### src/rtl/alu_result_stage.sv
// alu_result_stage: two-entry result/op FIFO behind the ALU, with the architectural NZC flags register and jump-condition decode
module alu_result_stage #(
  parameter int WIDTH = 8,
  parameter int OPW = 5
) (
  input  logic             clk,
  input  logic             reset,
  input  logic             in_valid,
  output logic             in_ready,
  input  logic [WIDTH-1:0] in_result,
  input  logic             in_carry,
  input  logic             in_zero,
  input  logic             in_negative,
  input  logic [OPW-1:0]   in_op,
  input  logic             in_flag_we,
  output logic             out_valid,
  input  logic             out_ready,
  output logic [WIDTH-1:0] out_result,
  output logic [OPW-1:0]   out_op,
  output logic [2:0]       flags,
  input  logic [2:0]       jcond,
  output logic             jtaken
);
  logic [WIDTH-1:0] res_q [2];
  logic [OPW-1:0]   op_q [2];
  logic             wp, rp, push, pop;
  logic [1:0]       count;
  assign in_ready   = count != 2'd2;
  assign out_valid  = count != 2'd0;
  assign push       = in_valid & in_ready;
  assign pop        = out_valid & out_ready;
  assign out_result = res_q[rp];
  assign out_op     = op_q[rp];
  always_ff @(posedge clk) begin
    if (reset) begin
      wp    <= 1'b0;
      rp    <= 1'b0;
      count <= 2'd0;
      flags <= 3'b000;
    end else begin
      if (push) wp <= ~wp;
      if (pop) rp <= ~rp;
      if (push && in_flag_we) flags <= {in_negative, in_zero, in_carry};
      count <= count + {1'b0, push} - {1'b0, pop};
    end
  end
  // Entry storage is not reset; count alone decides what is visible.
  always_ff @(posedge clk) begin
    if (push && !reset) begin
      res_q[wp] <= in_result;
      op_q[wp]  <= in_op;
    end
  end
  always_comb begin
    jtaken = 1'b0;
    case (jcond)
      3'd0: jtaken = 1'b1;
      3'd1: jtaken = flags[1];
      3'd2: jtaken = ~flags[1];
      3'd3: jtaken = flags[0];
      3'd4: jtaken = ~flags[0];
      3'd5: jtaken = flags[2];
      3'd6: jtaken = ~flags[2];
      default: jtaken = 1'b0;
    endcase
  end
endmodule

### config.mk
export PLATFORM = sky130hd
export DESIGN_NAME = alu_result_stage
export DESIGN_NICKNAME = d
export VERILOG_FILES = /design/src/rtl/alu_result_stage.sv
export SDC_FILE = /design/constraint.sdc
export NUM_CORES = 1
export LEC_CHECK = 0
export ABC_AREA = 0
export CORE_MARGIN = 1
export CORE_UTILIZATION = 40
export CTS_CLUSTER_DIAMETER = 30
export CTS_CLUSTER_SIZE = 40
export DETAILED_ROUTE_END_ITERATION = 10
export GPL_ROUTABILITY_DRIVEN = 1
export PLACE_DENSITY = 0.69
export SLEW_MARGIN = 20
export SYNTH_ARGS = -nofsm -noshare
export SYNTH_HDL_FRONTEND = slang
export SYNTH_SLANG_ARGS = --single-unit
### constraint.sdc
create_clock -name clk -period 2.6 [get_ports clk]
set_input_delay 0.26 -clock clk [delete_from_list [all_inputs] [get_ports clk]]
set_output_delay 0.26 -clock clk [all_outputs]
set_load 0.05 [all_outputs]
## After elaboration in Yosys (flattened, before gate mapping)

Memory sizes are Yosys's and may differ from the RTL's. A register that Yosys moved wholly into a read port is not among the register bits.
Index checks and enable logic that the tools add are counted.

- Memories: 2
- Register bits after elaboration: 7
- Input bits: 24
- Memory bits (writable): 26
- Output and inout bits: 19
- Logic and storage cells: 34

- $add $sub $neg: 2
- Muxes and demuxes: 7
- Eq/ne operators: 7
- Bitwise gates (word level): 7
- Reductions and logical operators: 5

Memories:

| name | words | width | read ports | clocked after Yosys merged registers in | write ports | line | source |
|---|---|---|---|---|---|---|---|
| res_q | 2 | 8 | 1 | 1 | 1 | 24 | `logic [WIDTH-1:0] res_q [2];` |
| op_q | 2 | 5 | 1 | 1 | 1 | 25 | `logic [OPW-1:0] op_q [2];` |

Operators by type and width:

| kind | count |
|---|---|
| 3-bit == test, second input constant | 3 |
| 1-bit one-hot mux with 7 select lines | 1 |
| 3-bit by 2-bit == test with 1-bit output, second input constant | 2 |
| 1-bit two-way mux | 6 |
| 1-bit NOT | 5 |
| 3-bit by 1-bit == test with 1-bit output, second input constant | 1 |
| 3-bit logical NOT | 1 |
| 2-bit by 1-bit adder with 2-bit output | 1 |
| 1-bit AND | 2 |
| 1-bit logical AND | 2 |
| 2-bit inequality test, second input constant | 1 |
| 2-bit nonzero test | 1 |
| 2-bit by 1-bit subtractor with 2-bit output | 1 |
| 1-bit logical NOT | 1 |

## Depth between registers and ports, before layout

Gate-level depths: netlist of run 1.

- Word-level depth: 5
- Depth in mapped cells: 8
- Mapped depth without buffers: 8

## Least setup slack after synthesis of run 1

No wires, ideal clock.

- Path kind: register -> register
- Start point: register count[1]
- End point: memory op_q[1][0], enable pin
- Path buffers: 0
- Library setup time: 0.403 ns
- Stages on the path, launching flop included: 5
- Period minus slack after synthesis: 2.468 ns
- Arrival time: 2.066 ns
- Slack: 0.132 ns
- Data required time: 2.197 ns
- Cell sequence: dfxtp_1 > nor2b_2 > inv_1 > nand2_1 > nor3b_1

- Word-level cells in the longest chain between the ends: 5

Ends and longest elaborated chain:

| item | line | source |
|---|---|---|
| from (decl) | 27 | `logic [1:0] count;` |
| from (signal assigned) | 44 | `count <= count + {1'b0, push} - {1'b0, pop};` |
| 2-bit inequality test | 28 | `assign in_ready = count != 2'd2;` |
| net in_ready | 9 | `output logic in_ready,` |
| 1-bit AND | 30 | `assign push = in_valid & in_ready;` |
| 1-bit logical AND | 49 | `if (push && !reset) begin` |
| 1-bit two-way mux | 49 |  |
| 1-bit two-way mux (not written as such) | 51 | `op_q[wp] <= in_op;` |
| to (decl) | 25 |  |

The timed path passes the listed nets, and every way through them passes these cells.

==> results of run 1 <==
routing by layer:
metal  GRT usage (%)  part of all wire (%)  vias up
li1                -                     -      443
met1            17.6                    42      436
met2            22.3                    48       42
met3            6.40                   8.3        6
met4            5.84                   1.5        0
met5               0                     0        -
worst paths after layout:
| kind | end | cells past startpoint | slack, ns |
|---|---|---|---|
| hold / removal | flags[0] | 3 | 0.51 |
| setup / recovery | out_result[7] | 2 | 0.20 |
| hold reg to reg | flags[1] | 2 | 0.52 |
| setup reg to reg | count[1] | 8 | 0.89 |
sequential cells by signal (all words and copies together), names as in the netlist, named ones only:
| signal | count |
|---|---|
| flags | 3 |
| rp | 1 |
| res_q | 16 |
| wp | 1 |
| count | 2 |
| op_q | 10 |
cell usage after synthesis:
master / instances
edfxtp_1: 26
mux2_2: 13
dfxtp_1: 8
inv_1: 7
a21oi_1: 5
nor2_1: 4
nand4_1: 3
o31ai_1: 3
ha_1: 2
nand2b_1: 2
nor3_1: 2
a311o_1: 1
a32oi_1: 1
and2_1: 1
buf_2: 1
clkbuf_1: 1
inv_2: 1
nand2_1: 1
nor2b_1: 1
nor2b_2: 1
nor3b_1: 1
nor4b_1: 1
nor4bb_1: 1
o21a_1: 1
o21ai_0: 1
or2_2: 1
or3_1: 1
xnor2_1: 1
xor2_1: 1
critical path: stages, from the launching register on:
cell             delay, ns
dfxtp_1               0.70
mux2_2                0.41
clkdlybuf4s50_1       0.71
power breakdown:
group	switching (mW)	total (mW)	leakage [nW]	internal, mW
Clock	0.162	0.262	0.0286	0.100
Sequential	0.0547	0.703	0.304	0.648
Combinational	0.395	0.666	0.341	0.271
Total	0.612	1.63	0.674	1.02
cell families (layout without fill, tap and decap cells):
family,after synthesis,after routing
flops,34,34
simple gates,20,20
mux,13,13
compound gates,12,12
buf+inv,10,60
fa+ha+maj,2,2
xor+xnor,2,2
placed cells by master, fill, tap and decap left out, drive strengths merged, types with 2 or more instances in the layout:
cell type      Yosys  final
mux2              13     13
inv                8      8
a21oi              5      5
ha                 2      2
nor2               4      4
o31ai              3      3
nand4              3      3
nand2b             2      2
buf                1      3
clkinv             0      2
nor3               2      2
clkdlybuf4s50      0     41
edfxtp            26     26
nor2b              2      2
dfxtp              8      8
clkbuf             1      5
per-stage QoR:
stage | instances | util, % | hold WS (ns) | setup slack (ns)
after detailed placement | 179 | 58.9 | 0.515 | 0.524
after global routing | 187 | 60.6 | 0.497 | 0.0844
after global placement | 179 | 58.9 | 0.498 | 0.550
final | 187 | 60.6 | 0.505 | 0.201
after floorplan | 93 | - | 0.359 | 0.132
after CTS | 187 | 60.6 | 0.494 | 0.141
area by class of cell:
class	count	area (sq um)
Clock inverter	3	16.3
Clock buffer	5	37.5
Multi-Input combinational cell	49	398
Timing Repair Buffer	44	433
Inverter	8	30.0
Tap cell	44	55.1
Fill cell	270	1240
Sequential cell	34	941
==> impl_metrics.yaml, run 1 <==
clock_network:
  numCtsBuffers: 5
  postCtsSetupBuffers: 0
  cts_buffer_depth: 2
  root_buffer: "clkbuf_4"
  cts_tree: "yes"
  clkLatencyLatePin_ns: 0.32
  cts_resized: 0
  h-tree-depth: 2
  postCtsHoldBufs: 0
  cts.clk_slew.worst_paths_ns: 0.09
  cts_num_sinks: 34
floorplan:
  std_cell_rows: 20
  start_util_pct: 43.4
  fp.dieArea_sq_um: 3660
  coreArea_sq_um: 3150
  boundaryPins: 43
  die_h_um: 60.5
  fp.dieW_um: 60.5
route:
  ant_nets: 0
  wirelength_um: 2350
  vias: 927
  drc_errors: 0
  dr.pass1.iters: 4
  wire_per_inst_um: 12.6
  drt_iter0_markers: 26
  vias_per_cell: 4.96
critical_path:
  cp_max_fo: 13
  arrival_ns: 2.14
  worst-setup-path-type: "reg2out"
  timing.rr.start: "count[1]"
  setup.worst_path.end_class: "output pin"
  cp.required_ns: 2.34
  start_kind: "flop"
yosys:
  ys_seq_elements: 34
  yosys_warnings: 0
  syn_inst: 93
  synth_top_area_cell: "edfxtp_1"
  synth_cell_types: 29
  yosys.area_share.simple_pct: 8.78
  synth_compound_area_share_pct: 5.76
  synth_adder_area_share_pct: 1.83
  synth_mux_area_share_pct: 10.7
  synth.area.top_cells: "edfxtp_1 (57%), dfxtp_1 (12%), mux2_2 (11%), inv_1 (1.9%), a21oi_1 (1.8%)"
  ys_seq_area_share_pct: 68.8
  synth_nets: 119
  synth_xor_area_share_pct: 1.28
  syn_area_sq_um: 1370
  synth.avg_cell_area_sq_um: 14.7
  synth_top_family_by_area: "multiplexers"
  synth_top_area_share_pct: 57.1
timing:
  slew_headroom_pct: 61.0
  drv_slew: 0
  finalCritPeriodShare_pct: 92.3
  finalSetupTns_ns: 0
  fmax_mhz: 417
  setup_viol: 0
  hold_viol: 0
  clock_skew_ns: 0.00501
  fin_crit_ns: 2.40
  tightest_slew_ns: 0.584
  rsz0062_at_grt: "false"
power:
  power.density_nw_per_um2: 854
  p_leak_nw: 0.674
  vdd_ir_drop_max_v: 0.000582
  total_power_mw: 1.63
run_status:
  outcome: "completed"
placed_design:
  portBuffers: 42
  placed_cell_area_sq_um: 1860
  hpwlAfterDp_um: 1710
  gp_congestion: 0.666
hold_path:
  hp-start: "in_carry"
  min_path_type: "in2reg"
final_layout:
  drive_above_1_share_pct: 19.6
  final_area_sq_um: 1910
  area_delta_synth_final_pct: 39.7
  nets: 168
  diodes: 0
global_route:
  overflow: 0
  grt_use_total_pct: 14.4
  grt_pass1_wl_um: 3670
  grt_max_degree: 14
  grt_antenna_before_repair: 0
  grt_pass1_vias: 873
flow_run:
  maxCapViolCount: 0
(Power assumes the default switching activity.)
==> run 2, diff against run 1 <==
- CORE_ASPECT_RATIO: not set -> 0.9
==> run 2 against run 1 <==
Sequential share of layout area decreased by 0.64 points. Sequential cell count unchanged. Global-route usage increased by 1.0 points. Cell count decreased by 1.1%. Via count decreased by 2.9%. Maximum frequency increased by 3.8%. Count of clock-buffer cells in the layout increased by 1. Worst hold slack improved by 0.016 ns.
==> impl_metrics.yaml, run 2 (synthesized netlist as in run 1, its figures left out) <==
clock_network:
  cts_resized: 0
  clkLatencyLatePin_ns: 0.27
  h-tree-depth: 2
  root_buffer: "clkbuf_8"
  cts_num_sinks: 34
  cts.clk_slew.worst_paths_ns: 0.06
  postCtsSetupBuffers: 0
  cts_tree: "yes"
  numCtsBuffers: 5
  postCtsHoldBufs: 0
  cts_buffer_depth: 2
timing:
  hold_viol: 0
  fin_crit_ns: 2.31
  clock_skew_ns: 0.00575
  finalCritPeriodShare_pct: 88.9
  rsz0062_at_grt: "false"
  fmax_mhz: 433
  finalSetupTns_ns: 0
  fin_ws_ns: 0.288
  setup_viol: 0
  tightest_slew_ns: 0.559
  whs_ns: 0.521
  drv_slew: 0
  slew_headroom_pct: 62.7
final_layout:
  largest_reg_flops: 16
  drive_above_1_share_pct: 18.9
  nets: 168
  largest-register: "res_q"
  mostFrequentLayoutCells: "clkdlybuf4s50_1 (41), edfxtp_1 (26), mux2_2 (13), dfxtp_1 (8), inv_1 (7)"
  top_regs: "res_q (16), op_q (10), flags (3)"
  nFillCells: 252
  diodes: 0
  seqCellArea_sq_um: 941
  multiInputGateArea_sq_um: 398
  final_common_cell: "clkdlybuf4s50_1"
  area_delta_synth_final_pct: 41.5
  final_area_sq_um: 1940
power:
  power_frac_comb_pct: 38.7
  power.density_nw_per_um2: 888
  sequentialPowerShare_pct: 40.9
  vdd_ir_drop_max_v: 0.000525
  clkPwrFrac_pct: 20.4
  p_leak_nw: 0.688
  p_int_mw: 1.10
  p_sw_share_pct: 35.7
  p_sw_mw: 0.614
hold_path:
  min_path_type: "reg2reg"
floorplan:
  coreArea_sq_um: 3160
  std_cell_rows: 19
  die_h_um: 57.5
  fp.dieArea_sq_um: 3660
  start_util_pct: 43.3
  fp.dieW_um: 63.6
  boundaryPins: 43
global_route:
  grt_antenna_before_repair: 0
  grt_use_total_pct: 15.4
  overflow: 0
  grt_pass1_wl_um: 4220
  grt_pass1_vias: 946
  grt_max_degree: 14
critical_path:
  cp_max_fo: 13
  worst-setup-path-type: "reg2out"
  arrival_ns: 2.05
  setup.worst_path.end_class: "output pin"
  cp.required_ns: 2.34
  start_kind: "flop"
placed_design:
  hpwlAfterDp_um: 1730
  placed_cell_area_sq_um: 1850
  dp_slack_ns: 0.561
  portBuffers: 42
  gp_congestion: 0.710
run_status:
  outcome: "completed"
route:
  vias: 900
  wire_per_inst_um: 12.9
  wirelength_um: 2390
  dr.pass1.iters: 4
  drc_errors: 0
  ant_nets: 0
  vias_per_cell: 4.86
  drt_iter0_markers: 21
flow_run:
  maxCapViolCount: 0
==> run 2: changes by cell type in the layout (fill, tap and decap cells not counted) <==
| cell | change |
|---|---|
| clkbuf_4 | -5 |
| clkinvlp_4 | -1 |
| clkbuf_8 | +5 |
| clkbuf_1 | +1 |
==> run 2: per-stage QoR <==
| step | power, mW | std cells | util [%] |
|---|---|---|---|
| floorplan | 1.16 | 93 | - |
| global placement | 1.37 | 177 | 58.6 |
| detailed placement | 1.38 | 177 | 58.6 |
| CTS | 1.74 | 185 | 61.2 |
| global route | 1.81 | 185 | 61.2 |
| finish | 1.72 | 185 | 61.2 |
==> run 2: layout make-up <==
type | instances | area share [%]
flip-flops and latches | 34 | 48.6
clock inverters | 2 | 0.452
well taps | 42 | 2.71
multi-input cells | 49 | 20.6
repair buffers | 44 | 22.4
clock buffers | 6 | 3.75
inverters | 8 | 1.55
==> run 2: worst paths after layout <==
kind | startpoint | end | slack, ns | depth (start not counted)
hold reg to reg | rp | rp | 0.52 | 2
setup reg to reg | count[1] | count[1] | 0.86 | 8
hold / removal | rp | rp | 0.52 | 2
setup / recovery | flop | out_op[4] | 0.29 | 2
==> run 2: layer usage <==
layer / share of wire [%] / global-route usage, % / wire [um]
met5: 0 / 0 / 0
met4: 1.1 / 6.82 / 27
met3: 6.2 / 5.00 / 149
met2: 48 / 24.6 / 1150
met1: 45 / 19.1 / 1070
==> run 2: critical path, cell delays in order, from the launching register on <==
cell	delay, ns
dfxtp_1	0.67
mux2_2	0.40
clkdlybuf4s50_1	0.70
==> run 2: power by group through the flow <==
stage	Combinational [mW]	Clock [mW]	Sequential, mW
floorplan	0.465	0	0.700
global placement	0.658	0	0.713
detailed placement	0.667	0	0.715
CTS	0.672	0.366	0.704
global route	0.706	0.389	0.714
finish	0.665	0.351	0.702
